==> src/rtl/haar_window_scheduler.sv <==
// Cascade controller: rasters a detection window over the integral image and
// time-shares one stage evaluator across all cascade stages of each window.
module haar_window_scheduler #(
  parameter int IMG_WIDTH     = 40,
  parameter int IMG_HEIGHT    = 30,
  parameter int WIN_SIZE      = 20,
  parameter int STEP          = 4,
  parameter int NUM_STAGES    = 3,
  parameter int STAGE_TIMEOUT = 255
) (
  input  logic        clk,
  input  logic        reset,
  input  logic        start,
  output logic        busy,
  output logic        frame_done,
  output logic        stage_start,
  output logic [7:0]  stage_idx,
  output logic [7:0]  win_x,
  output logic [7:0]  win_y,
  input  logic        stage_done,
  input  logic        stage_pass,
  output logic        det_valid,
  input  logic        det_ready,
  output logic [7:0]  det_x,
  output logic [7:0]  det_y,
  output logic [15:0] win_count,
  output logic [15:0] det_count,
  output logic        timeout_err
);

  localparam int TMO_W = (STAGE_TIMEOUT < 2) ? 1 : $clog2(STAGE_TIMEOUT);
  localparam logic [TMO_W-1:0] TMO_LAST   = TMO_W'(STAGE_TIMEOUT - 1);
  localparam logic [8:0]       X_LIM      = 9'(IMG_WIDTH - WIN_SIZE);
  localparam logic [8:0]       Y_LIM      = 9'(IMG_HEIGHT - WIN_SIZE);
  localparam logic [8:0]       STEP9      = 9'(STEP);
  localparam logic [7:0]       LAST_STAGE = 8'(NUM_STAGES - 1);

  typedef enum logic [2:0] {
    S_IDLE,
    S_ISSUE,
    S_WAIT,
    S_NEXT_WIN,
    S_EMIT,
    S_DONE
  } state_t;

  state_t           state;
  state_t           state_nxt;
  logic [TMO_W-1:0] tmo_cnt;
  logic [8:0]       nx_x;
  logic [8:0]       nx_y;
  logic             x_fits;
  logic             y_fits;
  logic             frame_load;
  logic             stage_adv;
  logic             tmo_hit;
  logic             det_hs;

  function automatic logic [15:0] sat_inc(input logic [15:0] v);
    return (v == 16'hFFFF) ? v : v + 16'd1;
  endfunction

  // 9-bit candidate coordinates so the fit test can never wrap
  assign nx_x   = {1'b0, win_x} + STEP9;
  assign nx_y   = {1'b0, win_y} + STEP9;
  assign x_fits = (nx_x <= X_LIM);
  assign y_fits = (nx_y <= Y_LIM);

  always_ff @(posedge clk) begin
    if (reset) begin
      state <= S_IDLE;
    end else begin
      state <= state_nxt;
    end
  end

  always_comb begin
    state_nxt  = state;
    frame_load = 1'b0;
    stage_adv  = 1'b0;
    tmo_hit    = 1'b0;
    det_hs     = 1'b0;
    case (state)
      S_IDLE: begin
        if (start) begin
          frame_load = 1'b1;
          state_nxt  = S_ISSUE;
        end
      end
      S_ISSUE: state_nxt = S_WAIT;
      S_WAIT: begin
        // a result arriving on the expiry cycle takes priority over the timeout
        if (stage_done) begin
          if (!stage_pass) begin
            state_nxt = S_NEXT_WIN;
          end else if (stage_idx >= LAST_STAGE) begin
            state_nxt = S_EMIT;
          end else begin
            stage_adv = 1'b1;
            state_nxt = S_ISSUE;
          end
        end else if (tmo_cnt == TMO_LAST) begin
          tmo_hit   = 1'b1;
          state_nxt = S_NEXT_WIN;
        end
      end
      S_EMIT: begin
        if (det_ready) begin
          det_hs    = 1'b1;
          state_nxt = S_NEXT_WIN;
        end
      end
      S_NEXT_WIN: begin
        if (x_fits || y_fits) begin
          state_nxt = S_ISSUE;
        end else begin
          state_nxt = S_DONE;
        end
      end
      S_DONE:  state_nxt = S_IDLE;
      default: state_nxt = S_IDLE;
    endcase
  end

  always_ff @(posedge clk) begin
    if (reset) begin
      win_x       <= '0;
      win_y       <= '0;
      stage_idx   <= '0;
      tmo_cnt     <= '0;
      win_count   <= '0;
      det_count   <= '0;
      timeout_err <= 1'b0;
    end else begin
      if (frame_load) begin
        win_x       <= '0;
        win_y       <= '0;
        stage_idx   <= '0;
        win_count   <= '0;
        det_count   <= '0;
        timeout_err <= 1'b0;
      end
      if (state == S_ISSUE) begin
        tmo_cnt <= '0;
      end
      if (state == S_WAIT) begin
        tmo_cnt <= tmo_cnt + TMO_W'(1);
      end
      if (stage_adv) begin
        stage_idx <= stage_idx + 8'd1;
      end
      if (tmo_hit) begin
        timeout_err <= 1'b1;
      end
      if (det_hs) begin
        det_count <= sat_inc(det_count);
      end
      // raster advance; the last window leaves win_x at 0 and win_y at its final row
      if (state == S_NEXT_WIN) begin
        win_count <= sat_inc(win_count);
        stage_idx <= '0;
        if (x_fits) begin
          win_x <= nx_x[7:0];
        end else begin
          win_x <= '0;
          if (y_fits) begin
            win_y <= nx_y[7:0];
          end
        end
      end
    end
  end

  assign busy        = (state != S_IDLE);
  assign stage_start = (state == S_ISSUE);
  assign det_valid   = (state == S_EMIT);
  assign frame_done  = (state == S_DONE);
  assign det_x       = det_valid ? win_x : 8'd0;
  assign det_y       = det_valid ? win_y : 8'd0;

endmodule
==> config.mk <==
export PLATFORM = sky130hd
export DESIGN_NAME = haar_window_scheduler
export DESIGN_NICKNAME = d
export VERILOG_FILES = /design/src/rtl/haar_window_scheduler.sv
export SDC_FILE = /design/constraint.sdc
export NUM_CORES = 1
export LEC_CHECK = 0
export CAP_MARGIN = 10
export CORE_ASPECT_RATIO = 1.2
export CORE_UTILIZATION = 51
export CTS_BUF_LIST = sky130_fd_sc_hd__clkbuf_2
export DETAILED_ROUTE_END_ITERATION = 10
export MAX_ROUTING_LAYER = met4
export PLACE_DENSITY_LB_ADDON = 0.08
export SYNTH_ARGS = -nofsm -noshare
export SYNTH_HDL_FRONTEND = slang
export SYNTH_SLANG_ARGS = --single-unit
==> constraint.sdc <==
create_clock -name clk -period 2.8 [get_ports clk]
set_clock_uncertainty 0.1 [all_clocks]
set_input_delay 0.56 -clock clk [delete_from_list [all_inputs] [get_ports clk]]
set_output_delay 0.56 -clock clk [all_outputs]
set_load 0.1 [all_outputs]
; Yosys cells after proc, flatten, opt, wreduce, memory -nomap -nowiden
; Index checks and enable logic that the tools add are counted.
[word_totals]
wordCells = 80
output_inout_bits = 77
ff_bits = 68
input_bits = 6
[classes]
order_cmp = 3
reduce_logical = 12
n_addsub = 6
muxes = 38
n_eq_ne = 13
[op_table]
columns = cell, n
row1 = 2-to-1 mux 8 bit, 12
row2 = 2-to-1 mux 16 bit, 5
row3 = "adder 16 x 1 -> 16 bit, second input constant", 2
row4 = "== test 16 bit, second input constant", 2
row5 = 2-to-1 mux 3 bit, 7
row6 = "adder 8 x 3 -> 9 bit, second input constant", 2
row7 = "adder 8 x 1 -> 8 bit, second input constant", 2
row8 = one-hot mux 3 bit (5 select lines), 1
row9 = 2-to-1 mux 1 bit, 13
row10 = nonzero test 2 bit, 5
row11 = "<= comparator 9 x 4 -> 1 bit, second input constant", 1
row12 = "<= comparator 9 x 5 -> 1 bit, second input constant", 1
row13 = "== test 8 bit, second input constant", 1
row14 = ">= comparator 8 x 2 -> 1 bit, second input constant", 1
row15 = "== test 3 x 2 -> 1 bit, second input constant", 2
row16 = "== test 3 bit, second input constant", 2
row17 = "inequality test 2 bit, second input constant", 3
row18 = AND reduction 2 bit, 2
row19 = "== test 3 x 1 -> 1 bit, second input constant", 1
row20 = logical NOT 3 bit, 1
row21 = "inequality test 3 bit, second input constant", 1
row22 = AND reduction 3 bit, 1
row23 = nonzero test 3 bit, 1
row24 = "inequality test 2 x 1 -> 1 bit, second input constant", 1
row25 = other kinds (2), 2

; Longest topological paths before layout
; Gate-level depths: netlist of run 1.
[logic_depth]
ltp_word = 6
mapped_depth = 7

; Least setup slack after synthesis of run 1
; Ideal clock, no wire load.
[synth_path]
kind = reg-to-output
startpoint = register state[2]
endpoint = output frame_done
setup_slack_ns = -0.685
arrival_time_ns = 2.825
path_stages_with_launch = 4
t_required_ns = 2.140
path_cell_list = dfxtp_1 buf_2 inv_2 nor3b_1
[synth_via]
elab_chain_len = 1
[synth_rtl]
columns = element, line_no
row1 = from (decl), 47  ; state_t state;
row2 = from (signal assigned), 73  ; state <= state_nxt;
row3 = == test 3 bit, 177  ; assign frame_done = (state == S_DONE);
row4 = to (decl), 15  ; output logic frame_done,
; Every way passes these cells.

; Worst setup path in the final report of run 1
[layout_path]
startpoint = register state[2]
endpoint = output det_x[2]
[layout_via]
elab_chain_len = 2
[layout_rtl]
columns = element, line_no
row1 = == test 3 bit, 176  ; assign det_valid = (state == S_EMIT);
row2 = 2-to-1 mux 8 bit, 178  ; assign det_x = det_valid ? win_x : 8'd0;
row3 = to (decl), 24  ; output logic [7:0] det_x,
; Every way passes these cells.

==> run_results.csv, run 1 <==
group,metric,value,unit
grt,top_usage_layer,"met2",
clocking,cts-root-buf,"clkbuf_2",
yosys,yosysTopAreaCell,"dfxtp_1",
run,drv_cap,0,
yosys,synth_top_cells_by_count,"dfxtp_1, nor2_1, and3_1, nand2_1, nand3_1",
clocking,cts-htree-levels,3,
power,powerDensity,390,nW/um^2
setup_path,cp_max_fo,13,
yosys,synth_area_per_cell,8.48,um^2
yosys,synth_most_common_cell,"dfxtp_1",
floorplan,die_h,91.6,um
grt,antenna_found_initial,0,
sta,timing.final.hold_violations,0,
finish,fin_nets,494,
finish,final_cells,567,
floorplan,start_util,52.9,%
placed_design,dpl.cell_count,551,
finish,fill_cells,545,
clocking,holdBufCountCts,0,
detailed_routing,vias,3159,
sta,worstMarginPinSlew,0.854,ns
sta,fmax,0.389,GHz
clocking,cts_tree,"done",
setup_path,start_kind,"register",
finish,multiInputGateArea,1940,um^2
sta,drv_slew,0,
yosys,ys_ff_latch,66,
clocking,cts.path.max_buffers,2,
sta,slew_headroom,42.9,%
grt,grt_util_all_layers,24.9,%
placed_design,place.gp.congestion,0.858,
yosys,yosysUniqueCellTypes,61,
floorplan,ioPinCount,83,
sta,finalWorstPathRequiredPeriod,2.57,ns
grt,grtUsageMet3,3.72,%
yosys,syn-cell-area,3410,um^2
placed_design,hpwl,5860,um
hold_path,min_path_type,"register to register",
setup_path,critPathArrivalTime,1.91,ns
detailed_routing,drt-pass1-iter-count,4,
finish,final_cell_area,4380,um^2
setup_path,endpoint_kind,"primary output",
setup_path,startpoint,"state[2]",
detailed_routing,finalWirelength,8040,um
detailed_routing,ant_nets,0,
sta,hold_slack,0.413,ns
grt,use_met1,31.2,%
yosys,synth-edff-count,0,
finish,areaGrowthSynthToFinish,28.6,%
clocking,clk_latency,0.51,ns
sta,rsz0062_at_grt,"false",
floorplan,core-area,6450,um^2
grt,grt_max_degree,25,
floorplan,fp.dieW,76.6,um
setup_path,worst_ep_required_time,2.14,ns
sta,setup_viol,0,
placed_design,portBuffers,78,
yosys,synthCells,402,
yosys,yosys_warnings,0,
detailed_routing,routedWlPerCell,14.2,um
yosys,ys_seq_area_share,38.8,%
setup_path,r2r_start,"win_x[2]",
sta,fin_setup_tns,0,ns
finish,final-seq-area,1320,um^2
detailed_routing,drt_iter0_drc,147,
clocking,cts_sinks,66,
detailed_routing,drcViolationCount,0,
clocking,numCtsBuffers,9,
outcome,status,"complete, no violations",
yosys,async_flop_share,0,%
yosys,netlist_top_cells_area,"dfxtp_1, nor2_1, and3_1",
placed_design,place_area,4270,um^2
power,p_leak,1.80,nW
setup_path,worstSetupPathType,"register to primary output",
finish,drive_gt1_share,23.7,%
grt,grt_pass1_vias,2853,
finish,diodes,0,
clocking,post-cts-setup-buffers,0,
hold_path,min_from,"stage_idx[7]",
clocking,cts_resized,0,
yosys,synth-main-ff-cell,"dfxtp_1",
floorplan,rows,32,
grt,grt_pass1_wl,13600,um
grt,met2_usage,39.6,%
detailed_routing,drt-vias-per-instance,5.57,
sta,period_share,91.9,%
clocking,clk_pin_slew,0.19,ns
yosys,yosys.area.top_type_share,38.8,%
floorplan,die_area,7020,um^2
grt,grt_overflow_total,0,
power,peakVddDrop,0.333,mV
## worst paths after layout
kind	endpoint	slack, ns	cells past startpoint
worst max-delay path	det_x[2]	0.23	3
worst min-delay path	stage_idx[7]	0.41	1
worst max register to register	win_y[3]	0.55	6
worst min register to register	stage_idx[7]	0.41	1
## cells in the final DEF (no fill, tap or decap), types with 3 or more instances in the layout
cell             instances
or4_1                    3
nor2_2                   4
nor2_1                  56
nor3_1                   8
inv_1                   10
clkdlybuf4s50_1          5
a211oi_1                 7
o21ai_1                  5
nand4_1                  6
buf_12                  16
conb_1                   4
dfxtp_1                 65
a21oi_1                 22
buf_4                   65
and4_1                   6
and3_1                  26
or3_1                    3
nand3b_1                 4
o2111ai_1                3
o211ai_1                 6
xnor2_1                 17
clkbuf_2                 9
nand2_1                 25
clkinv_2                 3
nor3b_1                  3
and2_1                   7
mux2_1                   3
nand3_1                 25
xor2_1                   9
ha_1                    11
## kinds of logic after synthesis
family	after synthesis	share of synthesized area, %
simple gates	192	29.9
flops	66	38.8
compound gates	63	13.0
buf+inv	36	5.10
xor+xnor	26	6.68
fa+ha+maj	11	4.04
mux	7	2.35
other cells	1	0.110
## layout make-up
cell class              instances  area share, %
clock buffers                   9           1.03
clock inverters                 7           1.57
inverters                      11          0.942
multi-input cells             303           44.3
flip-flops and latches         66           30.2
well taps                      85           2.43
repair buffers                 86           19.6
## critical path: stages, from the launching register on
cell and delay, ns:
dfxtp_1 0.66, nand2_1 0.33, nor2_2 0.23, buf_12 0.20
## state kept, by name (all words and copies together) (netlist names)
name / cells
det_count: 16
stage_idx: 8
state: 3
timeout_err: 1
tmo_cnt: 8
win_count: 16
win_x: 6
win_y: 8
## power by group
| group | internal (mW) | total, mW | switching (mW) | leakage [nW] |
|---|---|---|---|---|
| clock | 0.204 | 0.579 | 0.375 | 0.0681 |
| combinational | 0.0438 | 0.170 | 0.126 | 1.20 |
| sequential | 0.946 | 0.958 | 0.0121 | 0.532 |
## metal layers
layer  part of all wire, %  wire length, um  vias up
met5                     0                0        -
met4                   1.3              108        0
met3                   3.9              310       11
met2                    49             3930       79
met1                    46             3680     1489
li1                      -                -     1580
## per-stage QoR
stage / setup slack (ns) / utilization, % / power [mW]
2_1_floorplan: 0.00148 / - / 1.11
3_3_place_gp: 0.340 / 66.2 / 1.15
4_1_cts: 0.160 / 68.0 / 1.72
6_report: 0.227 / 68.0 / 1.71
3_5_place_dp: 0.293 / 66.2 / 1.15
5_1_grt: 0.0664 / 68.0 / 1.77
No activity file was read; power rests on OpenSTA's default activity.
==> run 2, diff against run 1 <==
Settings changed: PLACE_DENSITY set to 0.85, PLACE_DENSITY_LB_ADDON 0.08 to not set.
==> run 2 against run 1 <==
Critical path depth did not move. Global-route usage fell by 0.46 points. Sequential power barely moved. Critical endpoint is now det_y[3]. Register-to-register slack got worse by 0.05 ns. Die area did not move. Clock power fell by 5.2%. Highest routed layer unchanged.
==> run_results.csv, run 2 (synthesis gave the netlist of run 1 again) <==
group,metric,value,unit
sta,finalWorstPathRequiredPeriod,2.62,ns
finish,final_cells,565,
placed_design,place.gp.congestion,0.890,
detailed_routing,drcViolationCount,0,
floorplan,die_h,91.6,um
setup_path,cp.buffers_inverters,1,
detailed_routing,vias,3205,
floorplan,rows,32,
power,p_leak,1.80,nW
placed_design,hpwl,5950,um
finish,fin_nets,492,
detailed_routing,drt-vias-per-instance,5.67,
outcome,status,"complete, no violations",
clocking,cts_resized,0,
floorplan,die_area,7020,um^2
hold_path,min_path_type,"register to register",
power,sw_frac_of_total,28.9,%
sta,worstMarginPinSlew,0.861,ns
setup_path,worst_ep_required_time,2.14,ns
clocking,clk_pin_slew,0.18,ns
clocking,clk_latency,0.50,ns
detailed_routing,finalWirelength,8100,um
power,pwr-share-clk,32.8,%
setup_path,worstSetupPathType,"register to primary output",
placed_design,place_area,4250,um^2
grt,use_met1,29.0,%
setup_path,cpLargestDelayFamily,"flip-flops",
sta,fmax,0.382,GHz
setup_path,cp_slowest_stage_delay,0.68,ns
sta,setup_viol,0,
power,power.switching,0.485,mW
sta,rsz0062_at_grt,"false",
floorplan,fp.dieW,76.6,um
sta,fin_setup_tns,0,ns
finish,diodes,0,
finish,drive_gt1_share,23.1,%
grt,grt_util_all_layers,24.5,%
detailed_routing,drt_iter0_drc,194,
sta,period_share,93.6,%
grt,met2_usage,41.1,%
finish,reg_top3,"det_count: 16 flops, win_count: 16 flops",
floorplan,start_util,52.9,%
clocking,cts_tree,"done",
power,internal_power,1.19,mW
power,powerDensity,385,nW/um^2
setup_path,critPathArrivalTime,1.96,ns
sta,hold_slack,0.415,ns
clocking,numCtsBuffers,9,
run,drv_cap,0,
grt,grt_pass1_wl,13500,um
finish,final_cell_area,4360,um^2
placed_design,portBuffers,78,
clocking,cts-root-buf,"clkbuf_2",
sta,timing.final.hold_violations,0,
sta,drv_slew,0,
clocking,post-cts-setup-buffers,0,
setup_path,cp_max_fo,16,
power,peakVddDrop,0.209,mV
floorplan,ioPinCount,83,
finish,layout_common_cells,"dfxtp_1, buf_4, nor2_1",
setup_path,endpoint_kind,"primary output",
floorplan,core-area,6450,um^2
detailed_routing,drt-pass1-iter-count,4,
setup_path,start_kind,"register",
setup_path,crit_path_cell_trace,"nand2_1 > nor2_2 > buf_12",
grt,grt_overflow_total,0,
grt,grtUsageMet3,4.02,%
power,pwr-share-seq,57.1,%
power,power.share.combinational,10.1,%
placed_design,dpl.cell_count,549,
clocking,cts.path.max_buffers,2,
clocking,cts-htree-levels,3,
clocking,cts_sinks,66,
clocking,holdBufCountCts,0,
detailed_routing,ant_nets,0,
grt,top_usage_layer,"met2",
grt,grt_pass1_vias,2885,
grt,antenna_found_initial,0,
finish,areaGrowthSynthToFinish,27.9,%
grt,grt_max_degree,29,
detailed_routing,routedWlPerCell,14.3,um
setup_path,worst_path_max_delay_cell,"dfxtp_1",
sta,slew_headroom,42.4,%
finish,final_common_cell,"dfxtp_1",
-- run 2: changes by cell type in the layout (fill, tap and decap cells not counted) --
| cell | delta |
|---|---|
| buf_4 | -2 |
| clkinvlp_4 | -2 |
| clkbuf_2 | +1 |
| clkinv_1 | +1 |
| clkinv_4 | +1 |
| inv_6 | -1 |
-- run 2: worst min-delay path, cell delays in order (launching register included) --
cell and delay (ns):
dfxtp_1 0.37, nand3_1 0.07, a21oi_1 0.06
-- run 2: path summary, 6_finish.rpt --
kind | startpoint | to | slack [ns] | depth (start not counted)
worst max register to register | win_x[2] | win_y[3] | 0.50 | 6
worst min-delay path | win_count[1] | win_count[1] | 0.42 | 2
worst max-delay path | state[2] | det_y[3] | 0.18 | 3
worst min register to register | win_count[1] | win_count[1] | 0.42 | 2
-- run 2: metal layers --
layer	wire (um)	up-vias
met4	81	0
met2	3960	104
met5	0	-
li1	-	1568
met3	403	7
met1	3660	1526
-- run 2: final cells by class --
cell class              instances  area [um^2]
repair buffers                 84          843
flip-flops and latches         66         1320
inverters                      11         41.3
fillers                       524         2090
multi-input cells             303         1940
clock buffers                  10         50.0
clock inverters                 6         57.6
well taps                      85          106
-- run 2: metrics by stage --
stage / util (%) / setup WS [ns] / power (mW)
after floorplan: - / 0.00148 / 1.11
after global placement: 66.0 / 0.343 / 1.14
after detailed placement: 66.0 / 0.267 / 1.15
after CTS: 67.6 / 0.169 / 1.69
after global routing: 67.6 / 0.0775 / 1.74
final: 67.6 / 0.179 / 1.68
-- run 2: power by group through the flow --
stage | clock [mW] | sequential (mW) | combinational (mW)
floorplan | 0 | 0.978 | 0.134
global placement | 0 | 0.976 | 0.167
detailed placement | 0 | 0.976 | 0.169
CTS | 0.559 | 0.957 | 0.170
global route | 0.596 | 0.960 | 0.182
finish | 0.549 | 0.958 | 0.170
==> run 3, diff against run 2 <==
Settings changed: GPL_TIMING_DRIVEN set to 1, PLACE_DENSITY 0.85 to 0.82.
==> run 3 against run 2 <==
Register-to-register slack better by 0.04 ns. Via count is 1.7% lower. Design area is 0.17% higher. Core utilization is 0.12 points higher. Die area stayed put. Highest routed layer unchanged.
==> run_results.csv, run 3 (synthesis gave the netlist of run 1 again) <==
group,metric,value,unit
sta,fin_setup_tns,0,ns
grt,grt_util_all_layers,24.8,%
clocking,clk_pin_slew,0.19,ns
finish,drive_gt1_share,23.1,%
clocking,numCtsBuffers,9,
setup_path,worst_ep_required_time,2.14,ns
outcome,status,"complete, no violations",
setup_path,cp_max_fo,12,
setup_path,critPathArrivalTime,1.88,ns
finish,diodes,0,
floorplan,ioPinCount,83,
setup_path,start_kind,"register",
run,drv_cap,0,
clocking,post-cts-setup-buffers,0,
clocking,cts_tree,"done",
setup_path,startpoint,"state[2]",
placed_design,hpwl,5850,um
grt,antenna_found_initial,0,
finish,areaGrowthSynthToFinish,28.2,%
power,peakVddDrop,0.220,mV
floorplan,start_util,52.9,%
finish,fin_nets,493,
setup_path,cp_num_cells,3,
sta,rsz0062_at_grt,"false",
placed_design,portBuffers,78,
sta,timing.final.hold_violations,0,
detailed_routing,drt-vias-per-instance,5.57,
detailed_routing,routedWlPerCell,14.3,um
finish,fill_cells,548,
setup_path,r2r_start,"win_x[3]",
setup_path,worstSetupEndpoint,"det_y[0]",
sta,fmax,0.393,GHz
grt,grt_overflow_total,0,
finish,final_common_cell,"dfxtp_1",
detailed_routing,drt-pass1-iter-count,5,
detailed_routing,vias,3151,
finish,reg_top3,"det_count: 16 flops, win_count: 16 flops",
power,powerDensity,385,nW/um^2
setup_path,reg2reg_depth,6,
setup_path,worstSetupPathType,"register to primary output",
detailed_routing,drcViolationCount,0,
sta,period_share,90.9,%
finish,multiInputGateArea,1940,um^2
hold_path,min_path_type,"register to register",
sta,setup_viol,0,
sta,finalWorstPathRequiredPeriod,2.54,ns
floorplan,rows,32,
clocking,clk_latency,0.50,ns
placed_design,place.gp.congestion,0.895,
clocking,cts-root-buf,"clkbuf_2",
setup_path,crit_path_cell_trace,"nand2_1 > nor2_2 > buf_12",
setup_path,endpoint_kind,"primary output",
grt,grt_pass1_vias,2842,
sta,slew_headroom,42.4,%
placed_design,dp_slack,0.255,ns
floorplan,die_area,7020,um^2
sta,drv_slew,0,
setup_path,cp.buffers_inverters,1,
grt,grt_max_degree,29,
sta,worstMarginPinSlew,0.861,ns
clocking,cts-htree-levels,3,
setup_path,r2r_slack,0.54,ns
grt,grt_pass1_wl,13500,um
finish,layout_common_cells,"dfxtp_1, buf_4, nor2_1",
finish,final-seq-area,1320,um^2
floorplan,core-area,6450,um^2
setup_path,worst_path_max_delay_cell,"dfxtp_1",
detailed_routing,drt_iter0_drc,178,
sta,worst_slack,0.256,ns
power,p_leak,1.79,nW
detailed_routing,ant_nets,0,
clocking,cts_resized,0,
clocking,holdBufCountCts,0,
setup_path,reg2reg_to,"win_y[3]",
detailed_routing,finalWirelength,8110,um
clocking,cts.path.max_buffers,2,
setup_path,cpLargestDelayFamily,"flip-flops",
setup_path,cp_slowest_stage_delay,0.63,ns
floorplan,fp.dieW,76.6,um
floorplan,die_h,91.6,um
clocking,cts_sinks,66,
-- run 3: cell count changes in the layout (fill, tap and decap cells not counted) --
cell,change
buf_4,+1
clkinv_1,+1
clkinv_2,-2
clkinv_4,-1
clkinvlp_4,+2
-- run 3: where the power goes --
group          switching (mW)  total, mW  internal (mW)
registers              0.0121      0.958          0.946
logic                   0.127      0.170         0.0423
clock network           0.352      0.554          0.202
total                   0.491       1.68           1.19
-- run 3: worst min-delay path by stage --
stage / startpoint / endpoint / slack, ns / cells after the start
6_report: tmo_cnt[7] / tmo_cnt[7] / 0.41 / 2
5_1_grt: tmo_cnt[7] / tmo_cnt[7] / 0.43 / 2
4_1_cts: tmo_cnt[7] / tmo_cnt[7] / 0.41 / 2
3_5_place_dp: stage_idx[3] / stage_idx[3] / 0.39 / 1
3_3_place_gp: tmo_cnt[7] / tmo_cnt[7] / 0.37 / 2
2_1_floorplan: tmo_cnt[7] / tmo_cnt[7] / 0.36 / 2
-- run 3: worst register-to-register path, cell delays in order (launching register included) --
cell and delay (ns):
dfxtp_1 0.40, ha_1 0.25, nand3b_1 0.17, a2111oi_1 0.46, o211ai_2 0.21, or3b_1 0.27
mux2_4 0.31
-- run 3: metal layers --
metal	track usage [%]	vias up	share of wire [%]
met2	39.6	92	49
met1	30.2	1478	46
met3	5.83	10	4.6
li1	-	1571	-
met4	9.94	0	1.2
met5	-	-	0
-- run 3: final cells by class --
cell class              count  area share, %
clock buffers              10           1.15
clock inverters             6           1.32
inverters                  11          0.945
multi-input cells         303           44.4
flip-flops and latches     66           30.3
well taps                  85           2.43
repair buffers             85           19.5
-- run 3: per-stage QoR --
stage	hold slack (ns)	cell area [um^2]	util [%]	cells	power [mW]
floorplan	0.361	3440	-	405	1.11
global placement	0.374	4260	66.1	550	1.14
detailed placement	0.387	4260	66.1	550	1.15
CTS	0.409	4370	67.8	566	1.69
global route	0.435	4370	67.8	566	1.76
finish	0.407	4370	67.8	566	1.68
